[src/rtl/battleship_scorer.sv]
// battleship_scorer: sequential battleship shot scorer. Holds a fleet of up to
// NUM_SHIPS ships, scores shots over a valid/ready handshake and tracks shot
// history, per-ship damage, sunk ships and game-over.
// Optional feature macro: BATTLESHIP_SHOT_LIMIT_EN (game ends after MAX_SHOTS
// scored shots).
//
// state | meaning
// ------+-----------------------------------------------------------
// SETUP | ship slots writable; Start validates the fleet
// PLAY  | shots accepted and scored, one per cycle
// DONE  | game over; Start returns to SETUP keeping the ship slots
module battleship_scorer #(
  parameter int BOARD_DIM = 10,
  parameter int COORD_W   = 4,
  parameter int NUM_SHIPS = 5,
  parameter int MAX_SHOTS = 50,
  localparam int IDX_W    = (NUM_SHIPS > 1) ? $clog2(NUM_SHIPS) : 1,
  localparam int SHOT_W   = $clog2(BOARD_DIM * BOARD_DIM + 1)
) (
  input  logic               clock,
  input  logic               reset_L,
  input  logic               ShipLoad,
  input  logic [IDX_W-1:0]   ShipIdx,
  input  logic [COORD_W-1:0] ShipX,
  input  logic [COORD_W-1:0] ShipY,
  input  logic [2:0]         ShipLen,
  input  logic               ShipVert,
  input  logic               Start,
  input  logic               ShotValid,
  input  logic [COORD_W-1:0] ShotX,
  input  logic [COORD_W-1:0] ShotY,
  output logic               ShotReady,
  output logic               ResultValid,
  output logic               Hit,
  output logic               NearMiss,
  output logic               Miss,
  output logic               Repeat,
  output logic               Wrong,
  output logic               Sunk,
  output logic [IDX_W-1:0]   SunkIdx,
  output logic [6:0]         NumHits,
  output logic [SHOT_W-1:0]  NumShots,
  output logic [IDX_W:0]     ShipsSunk,
  output logic [2:0]         BiggestShipSunk,
  output logic               ConfigError,
  output logic               GameOver
);

  localparam int CELLS = BOARD_DIM * BOARD_DIM;
  localparam int MAP_W = (CELLS > 1) ? $clog2(CELLS) : 1;

`ifdef BATTLESHIP_SHOT_LIMIT_EN
  localparam bit LIMIT_EN = 1'b1;
`else
  localparam bit LIMIT_EN = 1'b0;
`endif

  typedef enum logic [1:0] {S_SETUP, S_PLAY, S_DONE} state_t;

  state_t             state;
  logic [COORD_W-1:0] ship_x    [NUM_SHIPS];
  logic [COORD_W-1:0] ship_y    [NUM_SHIPS];
  logic [2:0]         ship_len  [NUM_SHIPS];
  logic               ship_vert [NUM_SHIPS];
  logic [2:0]         hit_cnt   [NUM_SHIPS];
  logic [CELLS-1:0]   shot_map;

  logic               cfg_ok;
  logic [IDX_W:0]     ships_used;
  logic               shot_wrong;
  logic               shot_repeat;
  logic               shot_hit;
  logic               shot_near;
  logic               sunk_now;
  logic [MAP_W-1:0]   cell_idx;
  logic [IDX_W-1:0]   hit_idx;
  logic [2:0]         hit_len;
  logic [2:0]         hit_cnt_cur;
  logic [SHOT_W-1:0]  shots_inc;
  logic [6:0]         hits_inc;
  logic [IDX_W:0]     sunk_inc;

  // True when cell (cx,cy) lies on the ship with bow (sx,sy); len 0 never covers.
  function automatic logic covers(input int sx, input int sy, input int len,
                                  input logic vert, input int cx, input int cy);
    if (vert) return (cx == sx) && (cy >= sy) && (cy < sy + len);
    else      return (cy == sy) && (cx >= sx) && (cx < sx + len);
  endfunction

  // Fleet legality: every ship on the board, no shared cells, at least one ship.
  always_comb begin
    logic any_ship;
    logic off_board;
    logic overlap;
    int   cx;
    int   cy;
    int   tail;
    any_ship  = 1'b0;
    off_board = 1'b0;
    overlap   = 1'b0;
    cx        = 0;
    cy        = 0;
    tail      = 0;
    for (int i = 0; i < NUM_SHIPS; i++) begin
      if (ship_len[i] != 3'd0) begin
        any_ship = 1'b1;
        tail = (ship_vert[i] ? int'(ship_y[i]) : int'(ship_x[i])) + int'(ship_len[i]) - 1;
        if (int'(ship_x[i]) >= BOARD_DIM || int'(ship_y[i]) >= BOARD_DIM || tail >= BOARD_DIM)
          off_board = 1'b1;
      end
    end
    for (int i = 0; i < NUM_SHIPS; i++) begin
      for (int j = i + 1; j < NUM_SHIPS; j++) begin
        for (int k = 0; k < 7; k++) begin
          if (k < int'(ship_len[i])) begin
            cx = int'(ship_x[i]) + (ship_vert[i] ? 0 : k);
            cy = int'(ship_y[i]) + (ship_vert[i] ? k : 0);
            if (covers(int'(ship_x[j]), int'(ship_y[j]), int'(ship_len[j]), ship_vert[j], cx, cy))
              overlap = 1'b1;
          end
        end
      end
    end
    cfg_ok = any_ship && !off_board && !overlap;
  end

  // Number of non-empty slots; the game ends when this many ships are sunk.
  always_comb begin
    ships_used = '0;
    for (int i = 0; i < NUM_SHIPS; i++)
      if (ship_len[i] != 3'd0) ships_used = ships_used + (IDX_W+1)'(1);
  end

  // Classify the offered shot against the fleet and shot history.
  always_comb begin
    int sx;
    int sy;
    sx          = int'(ShotX);
    sy          = int'(ShotY);
    shot_wrong  = (sx >= BOARD_DIM) || (sy >= BOARD_DIM);
    cell_idx    = MAP_W'(sy * BOARD_DIM + sx);
    shot_repeat = !shot_wrong && shot_map[cell_idx];
    shot_hit    = 1'b0;
    shot_near   = 1'b0;
    hit_idx     = '0;
    hit_len     = '0;
    hit_cnt_cur = '0;
    for (int i = 0; i < NUM_SHIPS; i++) begin
      if (covers(int'(ship_x[i]), int'(ship_y[i]), int'(ship_len[i]), ship_vert[i], sx, sy)) begin
        shot_hit    = 1'b1;
        hit_idx     = IDX_W'(i);
        hit_len     = ship_len[i];
        hit_cnt_cur = hit_cnt[i];
      end
      if (covers(int'(ship_x[i]), int'(ship_y[i]), int'(ship_len[i]), ship_vert[i], sx - 1, sy) ||
          covers(int'(ship_x[i]), int'(ship_y[i]), int'(ship_len[i]), ship_vert[i], sx + 1, sy) ||
          covers(int'(ship_x[i]), int'(ship_y[i]), int'(ship_len[i]), ship_vert[i], sx, sy - 1) ||
          covers(int'(ship_x[i]), int'(ship_y[i]), int'(ship_len[i]), ship_vert[i], sx, sy + 1))
        shot_near = 1'b1;
    end
    sunk_now  = shot_hit && (hit_cnt_cur + 3'd1 == hit_len);
    shots_inc = (NumShots == '1) ? NumShots : NumShots + SHOT_W'(1);
    hits_inc  = (NumHits == '1) ? NumHits : NumHits + 7'd1;
    sunk_inc  = (ShipsSunk == '1) ? ShipsSunk : ShipsSunk + (IDX_W+1)'(1);
  end

  assign ShotReady = (state == S_PLAY);
  assign GameOver  = (state == S_DONE);

  // Game FSM, fleet storage, shot history, counters and registered results.
  always_ff @(posedge clock or negedge reset_L) begin
    if (!reset_L) begin
      state           <= S_SETUP;
      shot_map        <= '0;
      ResultValid     <= 1'b0;
      Hit             <= 1'b0;
      NearMiss        <= 1'b0;
      Miss            <= 1'b0;
      Repeat          <= 1'b0;
      Wrong           <= 1'b0;
      Sunk            <= 1'b0;
      SunkIdx         <= '0;
      NumHits         <= '0;
      NumShots        <= '0;
      ShipsSunk       <= '0;
      BiggestShipSunk <= '0;
      ConfigError     <= 1'b0;
      for (int i = 0; i < NUM_SHIPS; i++) begin
        ship_x[i]    <= '0;
        ship_y[i]    <= '0;
        ship_len[i]  <= '0;
        ship_vert[i] <= 1'b0;
        hit_cnt[i]   <= '0;
      end
    end else begin
      ResultValid <= 1'b0;
      Hit         <= 1'b0;
      NearMiss    <= 1'b0;
      Miss        <= 1'b0;
      Repeat      <= 1'b0;
      Wrong       <= 1'b0;
      Sunk        <= 1'b0;
      SunkIdx     <= '0;
      case (state)
        S_SETUP: begin
          if (ShipLoad && int'(ShipIdx) < NUM_SHIPS) begin
            ship_x[ShipIdx]    <= ShipX;
            ship_y[ShipIdx]    <= ShipY;
            ship_len[ShipIdx]  <= ShipLen;
            ship_vert[ShipIdx] <= ShipVert;
          end
          if (Start) begin
            if (cfg_ok) begin
              state       <= S_PLAY;
              ConfigError <= 1'b0;
            end else begin
              ConfigError <= 1'b1;
            end
          end
        end
        S_PLAY: begin
          if (ShotValid) begin
            ResultValid <= 1'b1;
            if (shot_wrong) begin
              Wrong <= 1'b1;
            end else begin
              NumShots <= shots_inc;
              if (shot_repeat) begin
                Repeat <= 1'b1;
              end else begin
                shot_map[cell_idx] <= 1'b1;
                if (shot_hit) begin
                  Hit              <= 1'b1;
                  NumHits          <= hits_inc;
                  hit_cnt[hit_idx] <= hit_cnt_cur + 3'd1;
                  if (sunk_now) begin
                    Sunk      <= 1'b1;
                    SunkIdx   <= hit_idx;
                    ShipsSunk <= sunk_inc;
                    if (hit_len > BiggestShipSunk) BiggestShipSunk <= hit_len;
                    if (sunk_inc == ships_used) state <= S_DONE;
                  end
                end else if (shot_near) begin
                  NearMiss <= 1'b1;
                end else begin
                  Miss <= 1'b1;
                end
              end
              if (LIMIT_EN && int'(shots_inc) >= MAX_SHOTS) state <= S_DONE;
            end
          end
        end
        S_DONE: begin
          if (Start) begin
            state           <= S_SETUP;
            shot_map        <= '0;
            NumHits         <= '0;
            NumShots        <= '0;
            ShipsSunk       <= '0;
            BiggestShipSunk <= '0;
            for (int i = 0; i < NUM_SHIPS; i++) hit_cnt[i] <= '0;
          end
        end
        default: state <= S_SETUP;
      endcase
    end
  end

endmodule

[config.mk]
export PLATFORM = sky130hd
export DESIGN_NAME = battleship_scorer
export DESIGN_NICKNAME = d
export VERILOG_FILES = /design/src/rtl/battleship_scorer.sv
export SDC_FILE = /design/constraint.sdc
export NUM_CORES = 2
export LEC_CHECK = 0
export ABC_AREA = 1
export CORE_AREA = 2 2 359 361
export CTS_BUF_LIST = sky130_fd_sc_hd__clkbuf_8 sky130_fd_sc_hd__clkbuf_16
export CTS_CLUSTER_SIZE = 20
export DETAILED_ROUTE_END_ITERATION = 7
export DIE_AREA = 0 0 361 363
export GPL_TIMING_DRIVEN = 0
export PLACE_DENSITY = 0.48
export SYNTH_ARGS = -nofsm -noshare
export SYNTH_HDL_FRONTEND = slang
export SYNTH_SLANG_ARGS = --single-unit
[constraint.sdc]
create_clock -name clock -period 11.5 [get_ports clock]
set_clock_uncertainty 0.1 [all_clocks]
set_input_delay 1.15 -clock clock [delete_from_list [all_inputs] [get_ports clock]]
set_output_delay 1.15 -clock clock [all_outputs]
set_load 0.03 [all_outputs]
==> qor.csv <==
stage,metric,value,unit
outcome,outcome,"complete, but fails checks",
outcome,violations,capacitance limit,
detailed_routing,wl_per_cell,25.3,um
global_routing,antenna_found_initial,14,
yosys,synth_edf_count,0,
critical_path,worstPathRequired,11850,ps
detailed_routing,highest_layer,met5,
sta,fmax,0.139,GHz
global_routing,grt_max_degree,107,
global_routing,overflow,0,
finish,area_growth,10.3,%
sta,tns,0,ps
critical_path,critPathCaptureType,flip-flop,
sta,tightest_slew,1490,ps
clocking,cts_setup_buffers,0,
die,die_area,0.131,mm2
clocking,root_buffer,clkbuf_16,
die,rows,131,
detailed_routing,drtAntennaViolNets,0,
finish,drive_gt1_share,3.62,%
clocking,ctsLongestPathBuffers,3,
yosys,yosys-top-cells-count,"ha_1 (1184), nand2_1 (1164), inv_1 (678)",
yosys,synth_top_area_share,35.5,%
yosys,ys_seq_area_share,12.5,%
critical_path,cp.arrival,7530,ps
detailed_routing,wirelength,192,mm
die,die_width,361,um
critical_path,timing.critical_path.fanout_max,12,
yosys,syn_inst,5804,
placement,hpwlAfterDp,146,mm
yosys,yosysWarnings,0,
yosys,synth-main-ff-cell,dfrtp_1,
clocking,numCtsBuffers,25,
yosys,synth_top_cell_by_area,ha_1,
finish,multi_input_area,0.0337,mm2
yosys,post-synth-top-count-cell,ha_1,
clocking,clk_latency,560,ps
flow_run,maxCapViolCount,1,
placement,routabilityCongestion,0.990,
placement,place_ws,4600,ps
sta,period_share,62.4,%
detailed_routing,drtIter0Drc,4257,
die,die_y,363,um
global_routing,grt_pass1_vias,40100,
die,initial_utilization,32.8,%
sta,setup_ws,4330,ps
detailed_routing,drc,0,
detailed_routing,avgViaCountPerCell,5.67,
yosys,syn_nets,7068,
yosys,async_reset_ff_share,100,%
sta,slew_viol_final,0,
detailed_routing,dr.pass1.iters,6,
die,io-pin-count,62,
clocking,htree_levels,1,
detailed_routing,met2_length,83.2,mm
critical_path,critical_path_class,flip-flop to flip-flop,
critical_path,r2r_slack,4330,ps
yosys,syn_avg_cell_area,7.19,um2
detailed_routing,wl_met3,13.6,mm
global_routing,grt.total_usage,28.5,%
finish,layout.nets,7192,
yosys,yosys-top-cells-area,"ha_1 (36%), dfrtp_1 (13%), nand2_1 (10%)",
clocking,cts_sinks,209,
sta,setup_viol,0,
placement,port_buffers,61,
global_routing,grt_pass1_wl,277,mm
detailed_routing,wl_met1,86.8,mm
die,core-area,0.127,mm2
sta,post-route-min-period,7170,ps
finish,num-fill-cells,13500,
sta,slew_headroom,0.838,%
detailed_routing,vias,43200,
yosys,synth-seq-cells,209,
worst_hold_path,holdCritPathClass,flip-flop to flip-flop,
critical_path,reg2reg_from,ship_vert[2]$_DFFE_PN0P_,
clocking,path_clk_slew,60,ps
worst_hold_path,min_from,hit_cnt[6]$_DFFE_PN0P_,
sta,rsz0062_at_grt,no,
sta,hold_viol_final,0,
clocking,holdBufCountCts,0,
yosys,ys_types,65,
critical_path,cp-startpoint,ship_vert[2]$_DFFE_PN0P_,
critical_path,startpoint_type,flip-flop,
finish,register_area,0.00523,mm2
clocking,tritoncts,built,
clocking,post_cts_resize_count,0,
yosys,syn-cell-area,0.0417,mm2
## state kept, by name, indices dropped and copies added (netlist names), 2 cells and up
signal,flops
ShipsSunk,4
ship_y,20
NumShots,7
BiggestShipSunk,3
state,2
ship_vert,5
shot_map,100
ship_len,15
SunkIdx,3
hit_cnt,15
ship_x,20
NumHits,7
## per-layer routing
layer,up-vias,track usage (%)
li1,20600,-
met1,20600,39.6
met2,1675,45.1
met3,332,3.04
met4,4,11.1
met5,-,0
## metrics by stage
step | utilization, % | cell area, um2 | hold WS [ps] | instances
after floorplan | - | 41700 | 353 | 5804
after global placement | 35.0 | 44400 | 368 | 7527
after detailed placement | 35.6 | 45200 | 373 | 7562
after CTS | 36.2 | 46000 | 391 | 7604
after global routing | 36.2 | 46000 | 425 | 7605
final | 36.2 | 46000 | 387 | 7610
## critical path, stage by stage, from the launching register on
cell and delay, ps:
dfrtp_1 960, clkbuf_1 1020, inv_1 560, clkbuf_2 600
ha_1 680, nand2_1 150, o21ai_0 560, inv_1 160
nand2_1 130, o2111ai_1 120, nand3_1 100, nand2_1 50
o21ai_0 350, nand2_1 210, nand2_1 150, nand2_1 60
inv_1 50, nand2_1 50, nor2_1 120, nand2_1 290
nand2_1 140, nand2_1 60, nor2_1 160, nand2_1 70
nand2_1 60, nand2_1 50
## layout make-up
cell class                 instances  area share (%)
clock inverter                    13           0.160
sequential                       209            11.4
antenna                            5          0.0272
timing repair buffer              97            2.79
clock buffer                      29            1.48
inverter                         695            5.67
tap                             1662            4.52
multi-input combinational       4820            73.2
buffer                            80           0.789
## final timing paths
kind	endpoint	depth (start not counted)
hold / removal	hit_cnt[6]$_DFFE_PN0P_	2
hold reg to reg	hit_cnt[6]$_DFFE_PN0P_	2
setup reg to reg	state[0]$_DFFE_PN0P_	25
min in group asynchronous	shot_map[54]$_DFFE_PN0P_	1
max in group asynchronous	ship_y[0]$_DFFE_PN0P_	2
setup / recovery	state[0]$_DFFE_PN0P_	25
## cells by family (layout without fill, tap and decap cells)
| family | Yosys count | in the layout | share of synthesized area (%) |
|---|---|---|---|
| AO/OA/AOI/OAI | 1087 | 1087 | 14.7 |
| XOR/XNOR | 107 | 107 | 2.28 |
| adder cells (fa/ha/maj) | 1240 | 1240 | 38.1 |
| buffers and inverters | 775 | 914 | 7.10 |
| flip-flops | 209 | 209 | 12.5 |
| multiplexers | 5 | 5 | 0.126 |
| other | 0 | 5 | 0 |
| AND/OR/NAND/NOR | 2381 | 2381 | 25.1 |
## layout by cell type, fill, tap and decap left out, types with 49 or more instances in the layout
cell type        Yosys  layout
a21o_1              49      49
a21oi_1            554     553
clkdlybuf4s50_1      0      60
dfrtp_1            209     206
fa_1                52      52
ha_1              1184    1184
inv_1              678     666
nand2_1           1164    1164
nand3_1            486     486
nand4_1            179     179
nor2_1             345     345
nor3_1             104     104
o21ai_0            243     243
xor2_1              84      78
Power is left out: the tool's default activity adds up to more than one toggle a clock period on the data nets, which glitch-free logic cannot reach.
